## src/rtl/harm_note_seq.sv

```systemverilog
// harm_note_seq: takes one piano note per request and emits NUM_HARM harmonic
// note indices (one per output handshake) for the shared FCW lookup/oscillator
// bank. Each slot adds a signed semitone offset and can be silenced by the
// drawbar mask or by leaving the legal note range.
module harm_note_seq #(
    parameter int                        NUM_HARM = 3,
    parameter int                        NOTE_W   = 7,
    parameter int                        OFF_W    = 6,
    parameter logic [NUM_HARM*OFF_W-1:0] OFFSETS  = {6'sd7, 6'sd0, -6'sd12},
    parameter int                        NOTE_MIN = 1,
    parameter int                        NOTE_MAX = 88,
    parameter int                        SILENT   = 127,
    localparam int                       IDX_W    = (NUM_HARM > 1) ? $clog2(NUM_HARM) : 1
) (
    input  logic                clk,
    input  logic                rst,
    input  logic                in_valid,
    output logic                in_ready,
    input  logic [NOTE_W-1:0]   in_note,
    input  logic [NUM_HARM-1:0] harm_mask,
    output logic                out_valid,
    input  logic                out_ready,
    output logic [NOTE_W-1:0]   out_note,
    output logic [IDX_W-1:0]    out_idx,
    output logic                out_last
);

    // Two extra bits hold the zero-extended note plus a signed offset without wrapping.
    localparam int SUM_W = NOTE_W + 2;

    localparam logic signed [SUM_W-1:0] MinNote    = SUM_W'(NOTE_MIN);
    localparam logic signed [SUM_W-1:0] MaxNote    = SUM_W'(NOTE_MAX);
    localparam logic [NOTE_W-1:0]       SilentNote = NOTE_W'(SILENT);
    localparam logic [IDX_W-1:0]        LastIdx    = IDX_W'(NUM_HARM - 1);

    typedef enum logic {
        IDLE,
        EMIT
    } state_t;

    state_t                state_q;
    logic [NOTE_W-1:0]     note_q;
    logic [NUM_HARM-1:0]   mask_q;
    logic                  outValid_q;
    logic [NOTE_W-1:0]     outNote_q;
    logic [IDX_W-1:0]      outIdx_q;
    logic                  outLast_q;

    logic [IDX_W-1:0]      slotIdx_d;
    logic [NOTE_W-1:0]     slotNote_d;

    // Harmonic note for one slot; any out-of-range input or result becomes SILENT.
    function automatic logic [NOTE_W-1:0] slotNote(
        input logic [NOTE_W-1:0]   note,
        input logic [NUM_HARM-1:0] mask,
        input logic [IDX_W-1:0]    slot
    );
        logic signed [OFF_W-1:0] offset;
        logic signed [SUM_W-1:0] noteS;
        logic signed [SUM_W-1:0] sum;
        offset = OFFSETS[int'(slot)*OFF_W +: OFF_W];
        noteS  = $signed({2'b00, note});
        sum    = noteS + SUM_W'(offset);
        if ((noteS < MinNote) || (noteS > MaxNote) || !mask[slot] ||
            (sum < MinNote) || (sum > MaxNote)) begin
            return SilentNote;
        end
        return sum[NOTE_W-1:0];
    endfunction

    assign in_ready  = (state_q == IDLE) && !rst;
    assign out_valid = outValid_q;
    assign out_note  = outNote_q;
    assign out_idx   = outIdx_q;
    assign out_last  = outLast_q;

    // Select the slot to load next: slot 0 of the incoming note, or the following slot of the captured note.
    always_comb begin
        slotIdx_d  = '0;
        slotNote_d = SilentNote;
        if (state_q == IDLE) begin
            slotIdx_d  = '0;
            slotNote_d = slotNote(in_note, harm_mask, '0);
        end else begin
            slotIdx_d  = outIdx_q + IDX_W'(1);
            slotNote_d = slotNote(note_q, mask_q, slotIdx_d);
        end
    end

    // Sequencer: accept a note in IDLE, then step through every slot on each accepted beat.
    always_ff @(posedge clk or posedge rst) begin
        if (rst) begin
            state_q    <= IDLE;
            note_q     <= SilentNote;
            mask_q     <= '0;
            outValid_q <= 1'b0;
            outNote_q  <= SilentNote;
            outIdx_q   <= '0;
            outLast_q  <= 1'b0;
        end else begin
            case (state_q)
                IDLE: begin
                    if (in_valid) begin
                        note_q     <= in_note;
                        mask_q     <= harm_mask;
                        outValid_q <= 1'b1;
                        outNote_q  <= slotNote_d;
                        outIdx_q   <= '0;
                        outLast_q  <= (NUM_HARM == 1);
                        state_q    <= EMIT;
                    end
                end
                EMIT: begin
                    if (out_ready) begin
                        if (outLast_q) begin
                            outValid_q <= 1'b0;
                            outNote_q  <= SilentNote;
                            outIdx_q   <= '0;
                            outLast_q  <= 1'b0;
                            state_q    <= IDLE;
                        end else begin
                            outNote_q <= slotNote_d;
                            outIdx_q  <= slotIdx_d;
                            outLast_q <= (slotIdx_d == LastIdx);
                        end
                    end
                end
                default: begin
                    state_q <= IDLE;
                end
            endcase
        end
    end

endmodule

```

## config.mk

```make
export PLATFORM = sky130hd
export DESIGN_NAME = harm_note_seq
export DESIGN_NICKNAME = d
export VERILOG_FILES = /design/src/rtl/harm_note_seq.sv
export SDC_FILE = /design/constraint.sdc
export NUM_CORES = 1
export LEC_CHECK = 0
export CAP_MARGIN = 20
export CORE_MARGIN = 2
export CORE_UTILIZATION = 43
export CTS_BUF_LIST = sky130_fd_sc_hd__clkbuf_16
export DETAILED_ROUTE_END_ITERATION = 10
export PLACE_DENSITY = 0.66
export SETUP_SLACK_MARGIN = 0.2
export SYNTH_ARGS = -nofsm -noshare
export SYNTH_HDL_FRONTEND = slang
export SYNTH_SLANG_ARGS = --single-unit
```

## constraint.sdc

```tcl
create_clock -name clk -period 7.6 [get_ports clk]
set_clock_uncertainty 0.1 [all_clocks]
set_input_delay 1.52 -clock clk [delete_from_list [all_inputs] [get_ports clk]]
set_output_delay 1.52 -clock clk [all_outputs]
set_load 0.05 [all_outputs]
```

# Word level (Yosys, flattened, before mapping)

Index checks and enable logic that the tools add are counted.

Register bits after elaboration: 22
Input port bits: 14
Output and inout port bits: 12
Logic and storage cells: 73

Add/subtract/negate cells: 3
Multipliers: 1
$lt $le $gt $ge: 9
Eq/ne operators: 4
Shifts and indexed selects: 1
Mux-type cells: 32
Bitwise gates (word level): 1
Reduce and logical (&&, ||, !) cells: 15

Operators with widths:

| kind                      | number |
|---|---|
| $mux W7                   | 8 |
| $gt A9 B8 Y1 const B      | 2 |
| $lt A9 B2 Y1 const B      | 2 |
| $shiftx A18 B6 Y6 const A | 1 |
| $gt A7 B7 Y1 const B      | 2 |
| $lt A7 B1 Y1 const B      | 2 |
| $mux W1                   | 14 |
| $pmux W7 S2               | 1 |
| $add A8 B5 Y9 const B     | 1 |
| $add A8 B6 Y9             | 1 |
| $logic_or A1 B1 Y1        | 8 |
| $mux W2                   | 4 |
| $pmux W1 S2               | 3 |
| $mul A2 B2 Y4 const B     | 1 |
| $ne A2 B2 Y1 const B      | 2 |
| $pmux W2 S2               | 1 |
| $reduce_and A2 Y1         | 2 |
| $logic_not A1 Y1          | 3 |
| $lt A2 B3 Y1 const B      | 1 |
| $reduce_and A3 Y1         | 1 |
| $add A2 B1 Y2 const B     | 1 |
| $bmux W1 S2               | 1 |
| $eq A2 B2 Y1 const B      | 1 |
| $ne A2 B1 Y1 const B      | 1 |
| other kinds (2)           | 2 |

# Longest topological paths before layout

Gate-level depths: netlist of run 1.

Word-level depth: 14
Gate-level depth with buffers: 12
Gate-level depth less buffers: 12

# Worst setup path before layout of run 1

No wires, ideal clock.

Path type: input-to-output
From: in rst
To: out in_ready
Arrival: 2165 ps
Data required time: 5980 ps
Path slack: 3815 ps
Cell stages on the path: 1
Path buffers: 0
Path through: nor2_1

Cells in the longest elaborated chain, start to end: 2

Ends and longest elaborated chain:

| item                       | line | source |
|---|---|---|
| from (decl)                | 16   | `input logic rst,` |
| $logic_not A1 Y1 (no line) | n/a  |  |
| $logic_and A1 B1 Y1        | 71   | `assign in_ready = (state_q == IDLE) && !rst;` |
| to (decl)                  | 18   | `output logic in_ready,` |

No other way between the ends.

# Final worst setup path of run 1

Same ends and word-level chain as after synthesis.

==> results.toml, run 1 <==
[run_status]
outcome = "complete, no violations"

[placement]
port_buffers = 25
dp_hpwl_microns = 2700
place_congestion = 0.832

[clock_tree]
cts_setup_buffers = 0
cts_max_level = 1
ctsRootBufferMaster = "clkbuf_16"
clk_pin_slew_ps = 60
numCtsBuffers = 3
cts_tree = "done"
clock_sink_count = 22
clk_latency_ps = 260
clock_path_buffers = 2
cts_resized = 0
hold_buffers = 0

[synth]
synthDistinctLibCells = 51
synth_nets = 193
synthFlopType = "dfstp_2"
syn_inst = 169
synth_seq_cells = 22
async_flop_share_pct = 100
ys_seq_area_share_pct = 34.8
avgSynthCellArea_sq_um = 9.65
synth_edf_count = 0
ys.warnings.count = 0
netlist_area_sq_um = 1630

[timing]
finalHoldViolations = 0
drv_slew = 0
maxSlewHeadroom_pct = 31.2
hold_ws_ps = 360
tightest_slew_ps = 1030
period_share_pct = 59.2
max_freq_mhz = 222
setup_viol = 0
rsz0062_at_grt = "no"
fin_crit_ps = 4500
fin_tns_setup_ps = 0

[die]
dieWidth_microns = 65.6
start_util_pct = 44.5
design.core.area_sq_um = 3660
rows = 22
die-area_sq_um = 4300
ios = 26
die_h_microns = 65.6

[pwr]
leakagePower_nw = 0.830
finalPower_w = 0.000940
power.density_nw_per_um2 = 472
vdd_drop_max_uv = 238

[drt]
drt_pass1_iterations = 4
drt-total-wl_microns = 3480
drc = 0
via_per_inst = 5.61
vias = 1330
drt_iter0_drc = 53
wl_per_cell_microns = 14.7
final_antenna_net_count = 0

[final_layout]
nets = 214
drive_gt1_share_pct = 18.5
antennaDiodeCount = 0
final_common_cell = "clkdlybuf4s50_1"
final_cell_mix = "25 x clkdlybuf4s50_1, 14 x dfstp_2, 13 x a21oi_1"
area_growth_pct = 22.1

[run]
max_cap_violations = 0

[worst_setup_path]
worstRegToRegCells = 11
critPathKind = "primary input to primary output"
crit_path_end = "in_ready"
worstSetupStartpoint = "rst"
start_kind = "primary input"
worstPathMaxFanout = 2
worst_ep_arrival_time_ps = 2880
end_kind = "primary output"
regToRegEndpoint = "out_note[4]"
worstPathRequired_ps = 5980
reg2reg_slack_ps = 4470
r2r_start = "out_idx[0]"

[global_route]
antenna_found_initial = 0
grt_util_all_layers_pct = 17.6
grt_max_degree = 23
grt_first_pass_wirelength_microns = 5880
grt_pass1_vias = 1307
overflow = 0

[hold_path]
worstHoldPathType = "flip-flop to flip-flop"
## worst max-delay path: stages
cell	delay, ps
clkdlybuf4s50_1	420
nor2_1	110
clkdlybuf4s50_1	820
## through the flow
| stage | setup WS [ps] | cells | area (sq um) | utilization (%) |
|---|---|---|---|---|
| finish | 3100 | 237 | 1990 | 54.4 |
| global route | 3040 | 237 | 1990 | 54.4 |
| CTS | 3090 | 237 | 1990 | 54.4 |
| detailed placement | 3110 | 233 | 1890 | 51.5 |
| global placement | 3150 | 233 | 1890 | 51.5 |
| floorplan | 3820 | 169 | 1630 | - |
## state kept, by name, indices dropped and copies added (netlist names)
register,cells
state_q,1
out_valid,1
note_q,7
out_note,7
mask_q,3
out_last,1
out_idx,2
## cells in the mapped netlist, types with 2 or more instances
cell type	instances	area [sq um]
dfstp_2	14	368
a21oi_1	13	65.1
nand2_1	12	45.0
o21ai_0	11	55.1
inv_1	10	37.5
mux2_2	10	113
ha_1	9	113
dfrtp_1	8	200
nor2_1	6	22.5
xor2_1	6	52.6
a31oi_1	4	25.0
mux2i_1	4	40.0
nand3_1	4	20.0
a22o_1	3	26.3
and3_1	3	18.8
clkbuf_1	3	11.3
nor2b_1	3	18.8
nor3_1	3	15.0
a211oi_2	2	25.0
a21o_1	2	15.0
buf_6	2	22.5
nand2b_1	2	12.5
nand3b_1	2	15.0
nor3b_1	2	15.0
nor4_1	2	12.5
o211a_1	2	20.0
o31a_1	2	17.5
xnor2_1	2	17.5
## worst min-delay path by stage
stage / start / end / slack [ps] / cells after the start
floorplan: mask_q[2] / mask_q[2] / 380 / 1
global placement: out_note[6] / out_note[6] / 350 / 2
detailed placement: out_note[6] / out_note[6] / 360 / 2
CTS: out_note[6] / out_note[6] / 360 / 2
global route: out_note[6] / out_note[6] / 400 / 2
finish: out_note[6] / out_note[6] / 360 / 2
## cells by family after synthesis
logic type      after synthesis  synth area share [%]
compound gates               48                  20.0
simple gates                 47                  16.7
flops                        22                  34.8
buf+inv                      19                  5.68
mux                          14                  9.36
fa+ha+maj                    10                  8.14
xor+xnor                      9                  5.30
## metal layers
layer	track usage [%]	vias to the layer above	routed length, microns
met1	20.5	645	1450
met5	0	-	0
met3	3.42	3	136
met2	33.9	28	1870
met4	2.08	0	18
li1	-	654	-
## final cells by class
| cell class | instances | area (sq um) |
|---|---|---|
| Fill cell | 349 | 1670 |
| Multi-Input combinational cell | 128 | 970 |
| Sequential cell | 22 | 568 |
| Timing Repair Buffer | 25 | 250 |
| Clock buffer | 3 | 75.1 |
| Tap cell | 48 | 60.1 |
| Inverter | 10 | 37.5 |
| Clock inverter | 1 | 30.0 |
## where the power goes
| group | switching [W] | leakage [nW] | internal, W |
|---|---|---|---|
| clock network | 0.0000418 | 0.0511 | 0.000105 |
| registers | 0.0000705 | 0.242 | 0.000201 |
| logic | 0.000306 | 0.537 | 0.000216 |
Note: power is estimated with default switching activity, not from simulation.
==> run 2, diff against run 1 <==
Clock period 7.6 ns to 4.28 ns, I/O delays scaled along.
==> results.toml, run 2 (synthesized netlist as in run 1, its figures left out) <==
[drt]
via_per_inst = 5.68
drt_pass1_iterations = 5
drt-total-wl_microns = 3600
vias = 1352
final_antenna_net_count = 0
drc = 0
wl_per_cell_microns = 15.1
drt_iter0_drc = 126

[clock_tree]
clk_pin_slew_ps = 60
cts_tree = "done"
ctsRootBufferMaster = "clkbuf_16"
cts_resized = 0
hold_buffers = 0
cts_max_level = 1
numCtsBuffers = 3
cts_setup_buffers = 0
clk_latency_ps = 250
clock_sink_count = 22
clock_path_buffers = 2

[final_layout]
area_growth_pct = 21.0
antennaDiodeCount = 0
final_util_pct = 53.9
drive_gt1_share_pct = 18.4
n_fill_cell = 336
nets = 215
final_cell_mix = "25 x clkdlybuf4s50_1, 14 x dfstp_2, 13 x a21oi_1"
final_common_cell = "clkdlybuf4s50_1"

[die]
die_h_microns = 65.6
design.core.area_sq_um = 3660
dieWidth_microns = 65.6
rows = 22
start_util_pct = 44.5
die-area_sq_um = 4300
ios = 26

[worst_setup_path]
crit_path_cell_trace = "clkdlybuf4s50_1 -> inv_1 -> ha_1 -> nor4bb_1 -> a21oi_1 -> o21ai_0 -> a21oi_1 -> a21oi_1 -> a21oi_1 -> a21oi_1"
critPathBufInv = 2
max_stage_delay_ps = 610
crit_cells = 10
end_kind = "flip-flop"
start_kind = "primary input"
crit_path_top_delay_cell = "clkdlybuf4s50_1"
path_delay_family = "compound AO/OA/AOI/OAI gates"
worstPathRequired_ps = 4360
worstRegToRegCells = 11
worstPathMaxFanout = 8
critPathKind = "primary input to flip-flop"
worst_ep_arrival_time_ps = 3250
cpMostUsedCell = "a21oi_1"

[placement]
place_congestion = 0.839
port_buffers = 25
dp_hpwl_microns = 2770

[global_route]
grt_util_all_layers_pct = 18.7
grt_first_pass_wirelength_microns = 6190
grt_max_degree = 23
antenna_found_initial = 0
grt_pass1_vias = 1323
overflow = 0

[timing]
fin_tns_setup_ps = 0
tightest_slew_ps = 821
drv_slew = 0
period_share_pct = 73.9
rsz0062_at_grt = "no"
setup_viol = 0
max_freq_mhz = 316
fin_crit_ps = 3160
finalHoldViolations = 0
maxSlewHeadroom_pct = 45.2

[pwr]
power.density_nw_per_um2 = 819
leakagePower_nw = 0.823
vdd_drop_max_uv = 401
finalPower_w = 0.00162

[run_status]
outcome = "complete, no violations"

[hold_path]
hold_path_depth = 2
worstHoldPathType = "flip-flop to flip-flop"

[run]
max_cap_violations = 0
## run 2: tightest hold or removal path, cell delays in order (launching register included)
cell	delay, ps
dfstp_2	370
nand2_1	50
nand2_1	40
## run 2: where the power goes
group          total [W]  internal [W]  switching, W  leakage, nW
Clock           0.000199      0.000125     0.0000740       0.0385
Sequential      0.000483      0.000357      0.000125        0.242
Combinational   0.000934      0.000387      0.000546        0.542
## run 2: through the flow
step | cell area [sq um] | std cells | hold slack [ps] | worst slack, ps
after CTS | 1970 | 238 | 355 | 1140
after global placement | 1890 | 234 | 343 | 1100
after global routing | 1970 | 238 | 395 | 847
after floorplan | 1630 | 169 | 380 | 1200
final | 1970 | 238 | 355 | 1120
after detailed placement | 1890 | 234 | 346 | 958
## run 2: area by class of cell
cell class | instances | area, sq um | share of cell area (%)
Tap cell | 48 | 60.1 | 3.05
Clock inverter | 1 | 3.75 | 0.190
Timing Repair Buffer | 26 | 258 | 13.1
Inverter | 10 | 37.5 | 1.90
Sequential cell | 22 | 568 | 28.8
Clock buffer | 3 | 75.1 | 3.81
Multi-Input combinational cell | 128 | 970 | 49.2
## run 2: final timing paths
path / startpoint / to / slack [ps]
setup / recovery: in_note[2] / out_note[2] / 1120
max in group asynchronous: rst / out_idx[0] / 2580
hold reg to reg: out_note[6] / out_note[6] / 350
hold / removal: out_note[6] / out_note[6] / 350
setup reg to reg: out_idx[0] / out_note[0] / 1150
min in group asynchronous: rst / mask_q[0] / 1000
## run 2: routing by layer
layer | routed length (microns) | global-route usage (%)
met5 | 0 | 0
met4 | 23 | 3.13
met3 | 159 | 3.60
met2 | 1840 | 35.1
met1 | 1580 | 22.2
==> run 3, diff against run 2 <==
Settings changed: PLACE_DENSITY 0.66 to 0.69.
Clock period 4.28 ns to 2.8 ns, I/O delays scaled along.
==> results.toml, run 3 (synthesized netlist as in run 1, its figures left out) <==
[clock_tree]
clk_latency_ps = 260
hold_buffers = 0
clock_path_buffers = 2
ctsRootBufferMaster = "clkbuf_16"
numCtsBuffers = 3
clock_sink_count = 22
cts_tree = "done"
clk_pin_slew_ps = 60
cts_max_level = 1

[die]
design.core.area_sq_um = 3660
die_h_microns = 65.6
rows = 22
start_util_pct = 44.5
dieWidth_microns = 65.6
ios = 26
die-area_sq_um = 4300

[global_route]
grt_first_pass_wirelength_microns = 6390
grt_max_degree = 23
grt_util_all_layers_pct = 19.7
overflow = 0
antenna_found_initial = 0
grt_pass1_vias = 1454

[run_status]
outcome = "complete, no violations"

[placement]
dp_hpwl_microns = 3000
pre_cts_ws_ps = -153
port_buffers = 25
dpl_cell_area_sq_um = 2070
place_congestion = 0.859

[run]
max_cap_violations = 0

[pwr]
finalPower_w = 0.00303
leakagePower_nw = 0.947
power.density_nw_per_um2 = 1320
vdd_drop_max_uv = 787

[worst_setup_path]
worstPathRequired_ps = 2890
worst_ep_arrival_time_ps = 2830
reg2reg_slack_ps = 60
max_stage_delay_ps = 410
crit_path_cell_trace = "inv_2 -> ha_4 -> ha_4 -> inv_2 -> fa_2 -> nor2b_4 -> o21ai_2 -> buf_6 -> xor2_4 -> or3_4 -> nand2_2 -> a211oi_2 -> buf_4 -> a21oi_4"
end_kind = "flip-flop"
crit_path_top_delay_cell = "dfrtp_2"
start_kind = "flip-flop"
worstPathMaxFanout = 5
critPathKind = "flip-flop to flip-flop"

[final_layout]
area_growth_pct = 40.7
n_fill_cell = 310
final_common_cell = "clkdlybuf4s50_1"
final_area_sq_um = 2290
nets = 235
antennaDiodeCount = 0
final_util_pct = 62.6
final_cell_mix = "24 x clkdlybuf4s50_1, 21 x buf_4, 14 x dfstp_2"
drive_gt1_share_pct = 38.6

[timing]
fin_tns_setup_ps = 0
maxSlewHeadroom_pct = 57.6
drv_slew = 0
finalHoldViolations = 0
fin_crit_ps = 2740
tightest_slew_ps = 637
max_freq_mhz = 365
period_share_pct = 97.9
setup_viol = 0
fin_ws_ps = 57.5
rsz0062_at_grt = "yes"

[drt]
final_antenna_net_count = 0
wl_per_cell_microns = 15.9
drt-total-wl_microns = 4090
drc = 0
via_per_inst = 5.67
drt_iter0_drc = 44
vias = 1463
drt_pass1_iterations = 4

[hold_path]
worstHoldPathType = "flip-flop to flip-flop"
## run 3: what timing repair did
action / CTS / global route
endpoints found under the hold margin: 0 / 0
endpoints found under the setup margin: 7 / 7
pin swaps: 10 / 3
resized for setup: 16 / 8
buffers inserted: 2 / 0
cloned: 0 / 0
## run 3: power by group
group          switching (W)  internal, W
registers           0.000192     0.000553
clock network       0.000115     0.000191
logic                0.00107     0.000907
## run 3: worst max-delay path: cells and delay by family, from the launching register on
kind,cells,cell delay (ps)
adders and majority gates,3,650
and+or+nand+nor,3,610
DFF,1,410
AOI/OAI and AO/OA,3,310
buffers and inverters,4,410
xor gates and xnor gates,1,180
## run 3: metal layers
metal | part of all wire [%] | track usage (%)
met1 | 40 | 22.4
met2 | 53 | 36.2
met3 | 4.4 | 2.91
met4 | 2.3 | 8.85
met5 | 0 | 0
## run 3: layout make-up
cell class                 count  area [sq um]  area share (%)
clock buffer                   3          75.1            3.27
clock inverter                 1          3.75           0.164
inverter                      10          37.5            1.64
multi-input combinational    128          1130            49.5
sequential                    22           573            25.0
tap                           48          60.1            2.62
timing repair buffer          46           409            17.8
## run 3: per-stage QoR
step	cells	hold WS [ps]
5_1_grt	258	387
2_1_floorplan	169	380
3_3_place_gp	252	351
3_5_place_dp	252	357
4_1_cts	258	366
6_report	258	365
## run 3: path summary, 6_finish.rpt
check | start | endpoint | cells after the start
setup / recovery | out_idx[1] | out_note[2] | 14
hold / removal | out_note[6] | out_note[6] | 2
setup reg to reg | out_idx[1] | out_note[2] | 14
hold reg to reg | out_note[6] | out_note[6] | 2
max in group asynchronous | rst | note_q[4] | 3
min in group asynchronous | rst | out_valid | 3
